--- src/rtl/id_operand_stage_pkg.sv ---
// id_operand_stage_pkg: constants and helpers shared by the ID operand stage.
//   - cmov_e        : conditional-move encodings carried on dec_cmov_i
//   - ZERO_WORD, WRITE_ENABLE/WRITE_DISABLE, NOP_REG_ADDR
//   - aluop/alusel code points used by the decoder and the bench
//   - cmov_we()     : write-enable qualifier for MOVN/MOVZ
package id_operand_stage_pkg;

  typedef enum logic [1:0] {
    CMOV_NONE = 2'b00,
    CMOV_MOVN = 2'b01,
    CMOV_MOVZ = 2'b10,
    CMOV_RSVD = 2'b11
  } cmov_e;

  localparam logic [31:0] ZERO_WORD     = 32'h0000_0000;
  localparam logic        WRITE_ENABLE  = 1'b1;
  localparam logic        WRITE_DISABLE = 1'b0;
  localparam logic [4:0]  NOP_REG_ADDR  = 5'b00000;

  localparam logic [7:0]  EXE_NOP_OP    = 8'b0000_0000;
  localparam logic [7:0]  EXE_AND_OP    = 8'b0010_0100;
  localparam logic [7:0]  EXE_OR_OP     = 8'b0010_0101;
  localparam logic [7:0]  EXE_MOVZ_OP   = 8'b0000_1010;
  localparam logic [7:0]  EXE_MOVN_OP   = 8'b0000_1011;

  localparam logic [2:0]  EXE_RES_NOP   = 3'b000;
  localparam logic [2:0]  EXE_RES_LOGIC = 3'b001;
  localparam logic [2:0]  EXE_RES_MOVE  = 3'b011;

  // Reserved encoding behaves like a plain (unconditional) write.
  function automatic logic cmov_we(input logic [1:0] cmov, input logic op2_zero);
    case (cmov_e'(cmov))
      CMOV_MOVN: return !op2_zero;
      CMOV_MOVZ: return op2_zero;
      default:   return WRITE_ENABLE;
    endcase
  endfunction

endpackage

--- src/rtl/id_fwd_mux.sv ---
// id_fwd_mux: resolves one source operand.
//   rd_en/addr  : operand read enable and source register
//   imm         : value used when the operand is not a register read
//   rf_data     : regfile read data
//   fwd_*       : N_FWD forwarding channels, index 0 is the youngest stage
//   val         : resolved operand
//   hazard      : matching channel still waiting on load data
module id_fwd_mux
  import id_operand_stage_pkg::*;
#(
  parameter int N_FWD  = 2,
  parameter int DATA_W = 32,
  parameter int REG_AW = 5
) (
  input  logic                           rd_en,
  input  logic [REG_AW-1:0]              addr,
  input  logic [DATA_W-1:0]              imm,
  input  logic [DATA_W-1:0]              rf_data,
  input  logic [N_FWD-1:0]               fwd_wreg,
  input  logic [N_FWD-1:0][REG_AW-1:0]   fwd_wd,
  input  logic [N_FWD-1:0][DATA_W-1:0]   fwd_wdata,
  input  logic [N_FWD-1:0]               fwd_rdy,
  output logic [DATA_W-1:0]              val,
  output logic                           hazard
);

  logic hit;

  // First match scanning from the youngest channel wins; r0 is never forwarded.
  always_comb begin
    val    = rf_data;
    hazard = 1'b0;
    hit    = 1'b0;
    if (!rd_en) begin
      val = imm;
    end else if (addr == REG_AW'(NOP_REG_ADDR)) begin
      val = DATA_W'(ZERO_WORD);
    end else begin
      for (int i = 0; i < N_FWD; i++) begin
        if (!hit && fwd_wreg[i] && fwd_wd[i] == addr) begin
          hit = 1'b1;
          if (fwd_rdy[i]) val    = fwd_wdata[i];
          else            hazard = 1'b1;
        end
      end
    end
  end

endmodule

--- src/rtl/id_operand_stage.sv ---
// id_operand_stage: decode-to-execute operand stage with generalised
// forwarding, load-use stall detection, MOVN/MOVZ write-enable resolution
// and the ID/EX register (valid/ready toward EX).
//   clk, rst (async, active-low), flush_i
//   id_valid_i / id_ready_o      : decoder handshake
//   dec_*                        : decoded instruction fields
//   reg1_data_i / reg2_data_i    : regfile read data
//   fwd_wreg/wd/wdata/rdy_i      : N_FWD forwarding channels (0 = EX)
//   ex_ready_i / ex_valid_o      : EX handshake, ex_* registered payload
//   stallreq_o                   : load-use stall request
// Optional macro ID_STALL_CNT_EN adds stall_cnt_o, a saturating count of
// cycles with stallreq_o high.
module id_operand_stage
  import id_operand_stage_pkg::*;
#(
  parameter int DATA_W   = 32,
  parameter int REG_AW   = 5,
  parameter int N_FWD    = 2,
  parameter int ALUOP_W  = 8,
  parameter int ALUSEL_W = 3
) (
  input  logic                      clk,
  input  logic                      rst,
  input  logic                      flush_i,
  input  logic                      id_valid_i,
  output logic                      id_ready_o,
  input  logic                      dec_reg1_read_i,
  input  logic                      dec_reg2_read_i,
  input  logic [REG_AW-1:0]         dec_reg1_addr_i,
  input  logic [REG_AW-1:0]         dec_reg2_addr_i,
  input  logic [DATA_W-1:0]         dec_imm_i,
  input  logic [ALUOP_W-1:0]        dec_aluop_i,
  input  logic [ALUSEL_W-1:0]       dec_alusel_i,
  input  logic [REG_AW-1:0]         dec_wd_i,
  input  logic                      dec_wreg_i,
  input  logic [1:0]                dec_cmov_i,
  input  logic [DATA_W-1:0]         reg1_data_i,
  input  logic [DATA_W-1:0]         reg2_data_i,
  input  logic [N_FWD-1:0]          fwd_wreg_i,
  input  logic [N_FWD*REG_AW-1:0]   fwd_wd_i,
  input  logic [N_FWD*DATA_W-1:0]   fwd_wdata_i,
  input  logic [N_FWD-1:0]          fwd_rdy_i,
  input  logic                      ex_ready_i,
  output logic                      ex_valid_o,
  output logic [ALUOP_W-1:0]        ex_aluop_o,
  output logic [ALUSEL_W-1:0]       ex_alusel_o,
  output logic [DATA_W-1:0]         ex_reg1_o,
  output logic [DATA_W-1:0]         ex_reg2_o,
  output logic [REG_AW-1:0]         ex_wd_o,
  output logic                      ex_wreg_o,
`ifdef ID_STALL_CNT_EN
  output logic [31:0]               stall_cnt_o,
`endif
  output logic                      stallreq_o
);

  localparam int NOPS = 2;

  logic [N_FWD-1:0][REG_AW-1:0] fwd_wd;
  logic [N_FWD-1:0][DATA_W-1:0] fwd_wdata;
  logic [NOPS-1:0]              op_rd, op_haz;
  logic [NOPS-1:0][REG_AW-1:0]  op_addr;
  logic [NOPS-1:0][DATA_W-1:0]  op_rf, op_val;
  logic                         hazard, accept, wreg_eff;

  assign fwd_wd    = fwd_wd_i;
  assign fwd_wdata = fwd_wdata_i;
  assign op_rd     = {dec_reg2_read_i, dec_reg1_read_i};
  assign op_addr   = {dec_reg2_addr_i, dec_reg1_addr_i};
  assign op_rf     = {reg2_data_i, reg1_data_i};

  for (genvar g = 0; g < NOPS; g++) begin : g_op
    id_fwd_mux #(.N_FWD(N_FWD), .DATA_W(DATA_W), .REG_AW(REG_AW)) u_fwd (
      .rd_en     (op_rd[g]),
      .addr      (op_addr[g]),
      .imm       (dec_imm_i),
      .rf_data   (op_rf[g]),
      .fwd_wreg  (fwd_wreg_i),
      .fwd_wd    (fwd_wd),
      .fwd_wdata (fwd_wdata),
      .fwd_rdy   (fwd_rdy_i),
      .val       (op_val[g]),
      .hazard    (op_haz[g])
    );
  end

  assign hazard   = |op_haz;
  // MOVN/MOVZ condition uses the forwarded rt, not the stale regfile value.
  assign wreg_eff = dec_wreg_i & cmov_we(dec_cmov_i, op_val[1] == '0);
  assign accept   = id_valid_i && !hazard && (!ex_valid_o || ex_ready_i);

  // Handshake outputs are forced low while reset is held.
  assign id_ready_o = rst && (accept || flush_i);
  assign stallreq_o = rst && id_valid_i && hazard && !flush_i;

  always_ff @(posedge clk or negedge rst) begin
    if (!rst) begin
      ex_valid_o  <= 1'b0;
      ex_aluop_o  <= ALUOP_W'(EXE_NOP_OP);
      ex_alusel_o <= ALUSEL_W'(EXE_RES_NOP);
      ex_reg1_o   <= DATA_W'(ZERO_WORD);
      ex_reg2_o   <= DATA_W'(ZERO_WORD);
      ex_wd_o     <= REG_AW'(NOP_REG_ADDR);
      ex_wreg_o   <= WRITE_DISABLE;
    end else if (flush_i) begin
      ex_valid_o  <= 1'b0;
      ex_wreg_o   <= WRITE_DISABLE;
    end else if (accept) begin
      ex_valid_o  <= 1'b1;
      ex_aluop_o  <= dec_aluop_i;
      ex_alusel_o <= dec_alusel_i;
      ex_reg1_o   <= op_val[0];
      ex_reg2_o   <= op_val[1];
      ex_wd_o     <= dec_wd_i;
      ex_wreg_o   <= wreg_eff;
    end else if (ex_ready_i) begin
      // EX drained the slot and nothing new arrived: insert a bubble.
      ex_valid_o  <= 1'b0;
      ex_wreg_o   <= WRITE_DISABLE;
    end
  end

`ifdef ID_STALL_CNT_EN
  always_ff @(posedge clk or negedge rst) begin
    if (!rst)                              stall_cnt_o <= '0;
    else if (stallreq_o && ~&stall_cnt_o)  stall_cnt_o <= stall_cnt_o + 32'd1;
  end
`endif

endmodule
--- config.mk ---
export PLATFORM = sky130hd
export DESIGN_NAME = id_operand_stage
export DESIGN_NICKNAME = d
export VERILOG_FILES = /design/src/rtl/id_operand_stage_pkg.sv /design/src/rtl/id_fwd_mux.sv /design/src/rtl/id_operand_stage.sv
export SDC_FILE = /design/constraint.sdc
export NUM_CORES = 1
export LEC_CHECK = 0
export CORE_MARGIN = 5
export CORE_UTILIZATION = 43
export DETAILED_ROUTE_END_ITERATION = 10
export GPL_ROUTABILITY_DRIVEN = 0
export PLACE_DENSITY = 0.88
export SLEW_MARGIN = 20
export SYNTH_ARGS = -nofsm -noshare
export SYNTH_HDL_FRONTEND = slang
export SYNTH_SLANG_ARGS = --single-unit
export TNS_END_PERCENT = 1
--- constraint.sdc ---
create_clock -name clk -period 4.3 [get_ports clk]
set_input_delay 0.43 -clock clk [delete_from_list [all_inputs] [get_ports clk]]
set_output_delay 0.43 -clock clk [all_outputs]
set_load 0.005 [all_outputs]
; Word-level counts from Yosys, hierarchy flattened
; Cells that the tools add are included.
[word_totals]
ff_bits = 82
output_inout_bits = 84
[classes]
eq_ne = 6
n_mux = 35
bitwise_logic = 2
reduce_logical = 26
[ops]
columns = cell, n
row1 = $mux W32, 12
row2 = $logic_not A32 Y1, 1
row3 = $mux W1, 22
row4 = $eq A5 B5 Y1, 4
row5 = $logic_and A1 B1 Y1, 12
row6 = $logic_not A5 Y1, 2
row7 = $logic_not A1 Y1, 6
row8 = $reduce_bool A3 Y1, 1
row9 = $eq A2 B1 Y1 const B, 1
row10 = $eq A2 B2 Y1 const B, 1
row11 = $logic_or A1 B1 Y1, 2
row12 = $pmux W1 S2, 1
row13 = $reduce_and A2 Y1, 1
row14 = $reduce_or A2 Y1, 1
row15 = $and A1 B1 Y1, 1
row16 = $not A1 Y1, 1

; Longest topological paths before layout
; Gate-level depths: netlist of the first run.
[logic_depth]
word_depth = 17
mapped_depth = 13
mapped_depth_nobuf = 9

; By module
; A second synthesis of the first run with hierarchy kept.
[unflattened]
hier_cells = 478
hier_area_um2 = 5371.4
[by_module_without_submodules]
columns = mod, n_inst, cells_each, area_per_inst_um2, seq_area_each_um2
row1 = id_operand_stage, 1, 202, 3244.4, 2052.0
row2 = id_fwd_mux, 2, 138, 1063.5, 0.0

; Worst setup path before layout of the first run
; Ideal clock, no wire load.
[synth_path]
path_kind = input to register
start = input dec_reg2_addr_i[4]
end = register ex_aluop_o[5]
setup_ps = 125
t_arrival_ps = 2559
setup_slack_ps = 1616
stages = 9
n_path_buf = 3
path_cell_list = or4_1 o21ai_1 buf_2 o221ai_2 a21oi_1 nor2b_1 buf_4 buf_2 mux2_2
[synth_between]
elab_chain_cells = 16
elab_cells_between_ends = 20
[synth_lines]
columns = element, line
row1 = start: declaration, id_operand_stage.sv:30  ; input logic [REG_AW-1:0] dec_reg2_addr_i,
row2 = $eq A5 B5 Y1, id_fwd_mux.sv:40  ; if (!hit && fwd_wreg[i] && fwd_wd[i] == addr) begin
row3 = $logic_and A1 B1 Y1, id_fwd_mux.sv:40
row4 = $mux W1, id_fwd_mux.sv:40
row5 = $mux W1, id_fwd_mux.sv:36  ; end else if (addr == REG_AW'(NOP_REG_ADDR)) begin
row6 = $mux W1, id_fwd_mux.sv:34  ; if (!rd_en) begin
row7 = $logic_not A1 Y1, id_fwd_mux.sv:40
row8 = $logic_and A1 B1 Y1 (2 in series), id_fwd_mux.sv:40
row9 = $mux W1, id_fwd_mux.sv:40
row10 = $mux W1 (*), id_fwd_mux.sv:36
row11 = $mux W1 (*), id_fwd_mux.sv:34
row12 = $reduce_or A2 Y1 (*), id_operand_stage.sv:87  ; assign hazard = |op_haz;
row13 = $logic_not A1 Y1 (*), id_operand_stage.sv:90  ; assign accept = id_valid_i && !hazard && (!ex_valid_o || ex_ready_i);
row14 = $logic_and A1 B1 Y1 (*) (2 in series), id_operand_stage.sv:90
row15 = $reduce_and A2 Y1 (no source line) (*), -
row16 = end signal: assignment, id_operand_stage.sv:99  ; ex_aluop_o <= ALUOP_W'(EXE_NOP_OP);
row17 = end signal: assignment, id_operand_stage.sv:110  ; ex_aluop_o <= dec_aluop_i;
row18 = end: declaration, id_operand_stage.sv:45  ; output logic [ALUOP_W-1:0] ex_aluop_o,
; Mark *: on every way between the ends. The rest lies on a longest branch, timed or not. The select of a mux whose other input is x is not followed.
; A chain may end at the register's enable or synchronous reset.

; Worst setup path after layout of the first run
[layout_path]
start = input fwd_wd_i[5]
end = output id_ready_o
[layout_between]
elab_chain_cells = 11
elab_cells_between_ends = 16
[layout_lines]
columns = element, line
row1 = start: declaration, id_operand_stage.sv:40  ; input logic [N_FWD*REG_AW-1:0] fwd_wd_i,
row2 = $eq A5 B5 Y1, id_fwd_mux.sv:40
row3 = $logic_and A1 B1 Y1, id_fwd_mux.sv:40
row4 = $mux W1, id_fwd_mux.sv:40
row5 = $mux W1, id_fwd_mux.sv:36
row6 = $mux W1, id_fwd_mux.sv:34
row7 = $reduce_or A2 Y1 (*), id_operand_stage.sv:87
row8 = $logic_not A1 Y1 (*), id_operand_stage.sv:90
row9 = $logic_and A1 B1 Y1 (*) (2 in series), id_operand_stage.sv:90
row10 = $logic_or A1 B1 Y1 (*), id_operand_stage.sv:93  ; assign id_ready_o = rst && (accept || flush_i);
row11 = $logic_and A1 B1 Y1 (*), id_operand_stage.sv:93
row12 = end: declaration, id_operand_stage.sv:26  ; output logic id_ready_o,
; Mark *: on every way between the ends. The rest lies on a longest branch, timed or not.

==> results.sh, run 1 <==
export IMPL_run_status="finished clean"
export IMPL_core_area_um2=12100
export IMPL_timing_reg2reg_setup_slack_ps=2430
export IMPL_rsz0062_at_grt="no"
export IMPL_synthToLayoutAreaGrowth_pct=63.9
export IMPL_cts_resized_gates=0
export IMPL_synth_seq_cells=82
export IMPL_htree_levels=3
export IMPL_required_ps=3870
export IMPL_worstHoldPathType="flip-flop to flip-flop"
export IMPL_synth_net_count=788
export IMPL_final_util=0.723
export IMPL_cts_root_to_sink_buffers=2
export IMPL_cts_hold_buf=1
export IMPL_synthCells=576
export IMPL_power_net_switching_mw=0.804
export IMPL_cp_startpoint="fwd_wd_i[5]"
export IMPL_most_common_layout_cells="292 x sky130_fd_sc_hd__clkdlybuf4s50_1, 95 x sky130_fd_sc_hd__nor2_1, 91 x sky130_fd_sc_hd__a21oi_1, 82 x sky130_fd_sc_hd__dfrtp_1, 48 x sky130_fd_sc_hd__mux2i_1"
export IMPL_route_antenna_remaining_nets=0
export IMPL_vias_per_cell=6.01
export IMPL_fin_nets=1061
export IMPL_grt_max_degree=79
export IMPL_worst_path_max_fanout=3
export IMPL_seq_area_um2=2050
export IMPL_worst_voltage_drop_across_the_vdd_grid_mv=0.247
export IMPL_multi_input_area_um2=3050
export IMPL_synth_async_reset_ratio=1.00
export IMPL_timing_critical_path_mode_cell="sky130_fd_sc_hd__clkdlybuf4s50_1"
export IMPL_r2r_start="ex_valid_o"
export IMPL_final_min_period_over_clock_period=0.826
export IMPL_synthFlopType="sky130_fd_sc_hd__dfrtp_1"
export IMPL_timing_critical_path_slowest_cell_delay_ps=560
export IMPL_detailedPlacementHpwl_mm=18.3
export IMPL_clock_tree_root_cell="sky130_fd_sc_hd__clkbuf_16"
export IMPL_finalSetupTns_ps=0
export IMPL_final_setup_skew_ps=9.11
export IMPL_synth_cell_type_count=57
export IMPL_grt_pass1_vias=6410
export IMPL_critical_path_top_delay_family="buffers and inverters"
export IMPL_antenna_found_initial=2
export IMPL_arrival_ps=3120
export IMPL_criticalPathCategory="input port to output port"
export IMPL_yosysWarnings=0
export IMPL_cp_start_kind="input port"
export IMPL_detail_route_wirelength_mm=24.0
export IMPL_finalHoldViolCount=0
export IMPL_cell_internal_pwr_mw=2.00
export IMPL_max_clock_freq_mhz=281
export IMPL_synth_edff_count=0
export IMPL_setup_violations=0
export IMPL_routed_wire_length_per_instance_um=23.4
export IMPL_insertion_delay_ps=350
export IMPL_worstSetupPathDepth=9
export IMPL_max_cap_violations=0
export IMPL_critical_path_buf_inv_count=2
export IMPL_power_density_nw_per_um2=322
export IMPL_layout_drive_gt1_share=0.0738
export IMPL_fill_cells=877
export IMPL_count_of_pins_over_their_slew_limit=0
export IMPL_io_pin_count=294
export IMPL_drt_iter0_drc=581
export IMPL_dieHeight_um=121
export IMPL_post_synth_cell_area_avg_um2=9.23
export IMPL_crit_path_top_delay_cell="sky130_fd_sc_hd__clkdlybuf4s50_1"
export IMPL_routed_via_count=6144
export IMPL_n_antenna_cell=0
export IMPL_cts_inserted_buffers=9
export IMPL_post_cts_setup_buffer_count=0
export IMPL_first_pass_iters=8
export IMPL_worstPathCellList="clkdlybuf4s50_1, xnor2_1, nand3_1, or4b_1, mux2_2, o221ai_2, a21oi_1, o21a_1, clkdlybuf4s50_1"
export IMPL_clkPwrFrac=0.313
export IMPL_remaining_max_slew_budget_at_the_tightest_pin=0.476
export IMPL_portBuffers=293
export IMPL_swShare=0.287
export IMPL_comb_power_share=0.331
export IMPL_floorplan_die_area_um2=14700
export IMPL_initial_cell_density_of_the_core=0.441
export IMPL_critPathCapture="id_ready_o"
export IMPL_overflow=0
export IMPL_grt_util_all_layers=0.318
export IMPL_rows=40
export IMPL_reg2reg_to="ex_reg1_o[6]"
export IMPL_grt_pass1_wl_mm=36.0
export IMPL_drc_errors=0
export IMPL_critPathCaptureType="output port"
export IMPL_syn_cell_area_um2=5320
export IMPL_tightestPinTransition_ps=787
export IMPL_timing_final_crit_period_ps=3550
export IMPL_layout_commonest_cell="sky130_fd_sc_hd__clkdlybuf4s50_1"
export IMPL_clock_sinks=82
export IMPL_cell_leakage_power_nw=3.49
export IMPL_cts_reportedPaths_clkPinSlew_ps=70
export IMPL_r2r_cells=5
export IMPL_yosysSeqAreaShare=0.386
export IMPL_pwr_share_seq=0.355
export IMPL_tritoncts="done"
export IMPL_dieWidth_um=121
==> power groups by stage <==
stage	sequential [mW]	combinational, mW	clock (mW)
floorplan	1.01	0.280	0
finish	0.996	0.929	0.878
CTS	0.995	0.930	0.887
global placement	0.999	0.902	0
global route	1.01	0.989	0.923
detailed placement	1.00	0.922	0
==> final cells by class <==
type	instances	area share
Multi-Input combinational cell	442	0.349
Timing Repair Buffer	306	0.349
Sequential cell	82	0.235
Clock buffer	10	0.0274
Tap cell	168	0.0241
Clock inverter	6	0.0109
Inverter	8	0.00345
==> sequential cells by signal, summed over array words and instances, names as in the netlist <==
register and cells:
ex_valid_o 1, ex_reg2_o 32, ex_aluop_o 8, ex_wreg_o 1, ex_wd_o 5, ex_alusel_o 3, ex_reg1_o 32
==> metrics by stage <==
step	hold WS [ps]	cells	power (mW)	setup slack, ps	instance area, um^2
global route	517	1022	2.92	632	8710
floorplan	134	576	1.29	1620	5320
detailed placement	353	1005	1.93	646	8370
global placement	349	1005	1.90	817	8370
CTS	489	1022	2.81	744	8710
finish	489	1022	2.80	746	8710
==> cell usage after synthesis, types with 2 or more instances <==
library cell,count,area [um^2]
sky130_fd_sc_hd__dfrtp_1,82,2050
sky130_fd_sc_hd__a221o_1,5,50.1
sky130_fd_sc_hd__nand4_1,6,37.5
sky130_fd_sc_hd__nor2_1,96,360
sky130_fd_sc_hd__nor2_2,2,12.5
sky130_fd_sc_hd__clkbuf_1,25,93.8
sky130_fd_sc_hd__or4_1,3,22.5
sky130_fd_sc_hd__mux2_2,20,225
sky130_fd_sc_hd__mux2_1,7,78.8
sky130_fd_sc_hd__inv_1,8,30.0
sky130_fd_sc_hd__ha_1,2,25.0
sky130_fd_sc_hd__a222oi_1,2,20.0
sky130_fd_sc_hd__o21ai_0,5,25.0
sky130_fd_sc_hd__o2bb2ai_1,3,26.3
sky130_fd_sc_hd__o22a_1,2,17.5
sky130_fd_sc_hd__buf_4,3,22.5
sky130_fd_sc_hd__buf_6,3,33.8
sky130_fd_sc_hd__xor2_1,10,87.6
sky130_fd_sc_hd__nor4_1,5,31.3
sky130_fd_sc_hd__a32oi_1,17,149
sky130_fd_sc_hd__and4b_1,3,30.0
sky130_fd_sc_hd__nand3_1,4,20.0
sky130_fd_sc_hd__nor3_1,4,20.0
sky130_fd_sc_hd__a32o_1,5,50.1
sky130_fd_sc_hd__o21ai_1,2,10.0
sky130_fd_sc_hd__o221ai_1,3,26.3
sky130_fd_sc_hd__a211oi_1,32,240
sky130_fd_sc_hd__o32ai_1,2,17.5
sky130_fd_sc_hd__xnor2_1,10,87.6
sky130_fd_sc_hd__a31oi_1,5,31.3
sky130_fd_sc_hd__o21a_1,17,128
sky130_fd_sc_hd__a21oi_1,91,455
sky130_fd_sc_hd__mux2i_1,48,480
sky130_fd_sc_hd__buf_2,13,65.1
sky130_fd_sc_hd__nand2_1,9,33.8
==> metal layers <==
layer  vias to the layer above  share of wire  track usage
li1                       2716              -            -
met1                      2912           0.36        0.367
met2                       428           0.49        0.540
met3                        84           0.11       0.0904
met4                         4          0.044        0.156
met5                         -         0.0016            0
==> logic make-up after synthesis <==
kind of cell | after synthesis | synth area share
AO/OA/AOI/OAI | 204 | 0.260
AND/OR/NAND/NOR | 141 | 0.123
flip-flops | 82 | 0.386
multiplexers | 75 | 0.148
buffers and inverters | 52 | 0.0461
XOR/XNOR | 20 | 0.0329
adder cells (fa/ha/maj) | 2 | 0.00471
==> worst min-delay path by stage <==
stage | slack (ps) | start | cells past startpoint | to
2_1_floorplan | 130 | rst | 0 | ex_aluop_o[0]
3_3_place_gp | 350 | rst | 1 | ex_reg1_o[25]
3_5_place_dp | 350 | rst | 1 | ex_reg1_o[25]
4_1_cts | 490 | ex_aluop_o[4] | 1 | ex_aluop_o[4]
5_1_grt | 520 | ex_alusel_o[2] | 1 | ex_alusel_o[2]
6_report | 490 | ex_aluop_o[4] | 1 | ex_aluop_o[4]
No activity file was read; power rests on OpenSTA's default activity.
==> inputs of run 2 (changes only) <==
CORE_UTILIZATION = 40   (was 43)
PLACE_DENSITY = 0.83   (was 0.88)
clock period = 3.65 ns   (was 4.3 ns; I/O delays follow)
==> run 2 against run 1 <==
Compared with the run above:
- via count is 2.3% higher
- non-clock buffer count grew 3
- first-iteration DRC count rose by 7.6%
- die area up 6.9%
- largest power group unchanged
- worst hold slack got worse by 470 ps
- core utilization fell by 5.8 points
- register-to-register slack worse by 520 ps
- final cell count increased by 1.1%
- critical path type unchanged
- setup slack worse by 480 ps
==> results.sh, run 2 (synthesized netlist as in run 1, its figures left out) <==
export IMPL_run_status="finished clean"
export IMPL_critPathCaptureType="output port"
export IMPL_worstPathCellList="clkdlybuf4s50_1, xnor2_1, nand3_1, or4b_1, mux2_2, o221ai_2, a21oi_1, o21a_1, clkdlybuf4s50_1"
export IMPL_postPlaceCellArea_um2=8440
export IMPL_floorplan_die_area_um2=15700
export IMPL_grt_util_all_layers=0.301
export IMPL_power_density_nw_per_um2=362
export IMPL_tritoncts="done"
export IMPL_fin_nets=1064
export IMPL_initial_cell_density_of_the_core=0.405
export IMPL_insertion_delay_ps=340
export IMPL_layout_commonest_cell="sky130_fd_sc_hd__clkdlybuf4s50_1"
export IMPL_final_setup_skew_ps=14.9
export IMPL_cts_inserted_buffers=9
export IMPL_grt_pass1_wl_mm=37.6
export IMPL_max_clock_freq_mhz=295
export IMPL_grt_pass1_vias=6557
export IMPL_finalHoldViolCount=0
export IMPL_clock_sinks=82
export IMPL_cts_root_to_sink_buffers=2
export IMPL_total_power_mw=3.16
export IMPL_detailedPlacementHpwl_mm=18.7
export IMPL_routed_via_count=6283
export IMPL_vias_per_cell=6.08
export IMPL_n_antenna_cell=0
export IMPL_overflow=0
export IMPL_cp_start_kind="input port"
export IMPL_cts_hold_buf=0
export IMPL_clock_tree_root_cell="sky130_fd_sc_hd__clkbuf_16"
export IMPL_synthToLayoutAreaGrowth_pct=64.2
export IMPL_cell_leakage_power_nw=3.49
export IMPL_setup_violations=0
export IMPL_biggestRegsByFlops="ex_reg1_o (32), ex_reg2_o (32), ex_aluop_o (8)"
export IMPL_portBuffers=293
export IMPL_design_area_um2=8730
export IMPL_htree_levels=3
export IMPL_grt_max_degree=81
export IMPL_final_min_period_over_clock_period=0.928
export IMPL_drt_iter0_drc=625
export IMPL_worst_path_max_fanout=3
export IMPL_setup_slack_ps=264
export IMPL_route_antenna_remaining_nets=0
export IMPL_core_area_um2=13100
export IMPL_cts_reportedPaths_clkPinSlew_ps=70
export IMPL_remaining_max_slew_budget_at_the_tightest_pin=0.293
export IMPL_worstHoldPathType="input port to asynchronous set/reset pin"
export IMPL_detail_route_wirelength_mm=24.4
export IMPL_timing_critical_path_mode_cell="sky130_fd_sc_hd__clkdlybuf4s50_1"
export IMPL_worst_voltage_drop_across_the_vdd_grid_mv=0.198
export IMPL_drc_errors=0
export IMPL_first_pass_iters=7
export IMPL_timing_final_crit_period_ps=3390
export IMPL_required_ps=3280
export IMPL_timing_critical_path_slowest_cell_delay_ps=550
export IMPL_most_common_layout_cells="292 x sky130_fd_sc_hd__clkdlybuf4s50_1, 95 x sky130_fd_sc_hd__nor2_1, 91 x sky130_fd_sc_hd__a21oi_1, 82 x sky130_fd_sc_hd__dfrtp_1, 48 x sky130_fd_sc_hd__mux2i_1"
export IMPL_finalSetupTns_ps=0
export IMPL_layout_drive_gt1_share=0.0793
export IMPL_criticalPathCategory="input port to output port"
export IMPL_max_cap_violations=0
export IMPL_crit_path_top_delay_cell="sky130_fd_sc_hd__clkdlybuf4s50_1"
export IMPL_rows=42
export IMPL_dieHeight_um=125
export IMPL_routed_wire_length_per_instance_um=23.7
export IMPL_antenna_found_initial=1
export IMPL_arrival_ps=3020
export IMPL_rsz0062_at_grt="no"
export IMPL_dieWidth_um=125
export IMPL_pre_cts_slack_ps=39.4
export IMPL_tightestPinTransition_ps=1060
export IMPL_count_of_pins_over_their_slew_limit=0
export IMPL_io_pin_count=294
==> run 2: metrics by stage <==
| stage | utilization | cells | hold slack, ps |
|---|---|---|---|
| after floorplan | - | 576 | 69.4 |
| after global routing | 0.664 | 1033 | 70.4 |
| final | 0.664 | 1033 | 18.6 |
| after CTS | 0.664 | 1033 | 43.9 |
| after detailed placement | 0.642 | 1017 | 409 |
| after global placement | 0.642 | 1017 | 398 |
==> run 2: path summary, 6_finish.rpt <==
| check | end | cells after the start | start | slack [ps] |
|---|---|---|---|---|
| min reg2reg | ex_aluop_o[1] | 1 | ex_aluop_o[1] | 490 |
| max reg2reg | ex_aluop_o[5] | 4 | ex_valid_o | 1910 |
| max | id_ready_o | 9 | dec_reg2_addr_i[2] | 260 |
| min in group clk | ex_aluop_o[1] | 1 | ex_aluop_o[1] | 490 |
| min | ex_reg2_o[9] | 1 | rst | 20 |
| max in group asynchronous | ex_reg1_o[15] | 2 | rst | 2550 |
==> run 2: repair_timing <==
action	4_1_cts	5_1_grt
setup buffers	0	0
hold endpoints to repair	0	0
setup endpoints to repair	0	1
resized for setup	0	1
==> run 2: worst max-delay path, delay by kind of cell <==
family / cells / cell delay, ps
xor gates and xnor gates: 1 / 140
buffers and inverters: 2 / 990
muxes: 1 / 300
AOI/OAI and AO/OA: 3 / 460
and+or+nand+nor: 2 / 750
==> run 2: power breakdown <==
part | leakage (nW) | switching [mW] | total [mW] | internal [mW]
combinational | 2.42 | 0.437 | 1.09 | 0.657
sequential | 0.937 | 0.0999 | 1.17 | 1.07
clock | 0.131 | 0.421 | 0.894 | 0.473
total | 3.49 | 0.958 | 3.16 | 2.20
==> run 2: area by class of cell <==
| cell class | count | area, um^2 |
|---|---|---|
| multi-input combinational | 442 | 3050 |
| fill | 1052 | 4410 |
| tap | 176 | 220 |
| clock buffer | 9 | 225 |
| clock inverter | 7 | 60.1 |
| timing repair buffer | 309 | 3090 |
| sequential | 82 | 2050 |
| inverter | 8 | 30.0 |
==> run 2: per-layer routing <==
metal / track usage / vias to the layer above / routed length [um]
li1: - / 2731 / -
met1: 0.362 / 3014 / 9200
met2: 0.513 / 468 / 12100
met3: 0.0836 / 68 / 2320
met4: 0.114 / 2 / 838
met5: 0 / - / 20
==> inputs of run 3 (changes only) <==
ABC_CLOCK_PERIOD_IN_PS = 3650   (was unset)
==> results of run 3 <==
The final DEF is identical to that of run 2; final timing and power are the same.
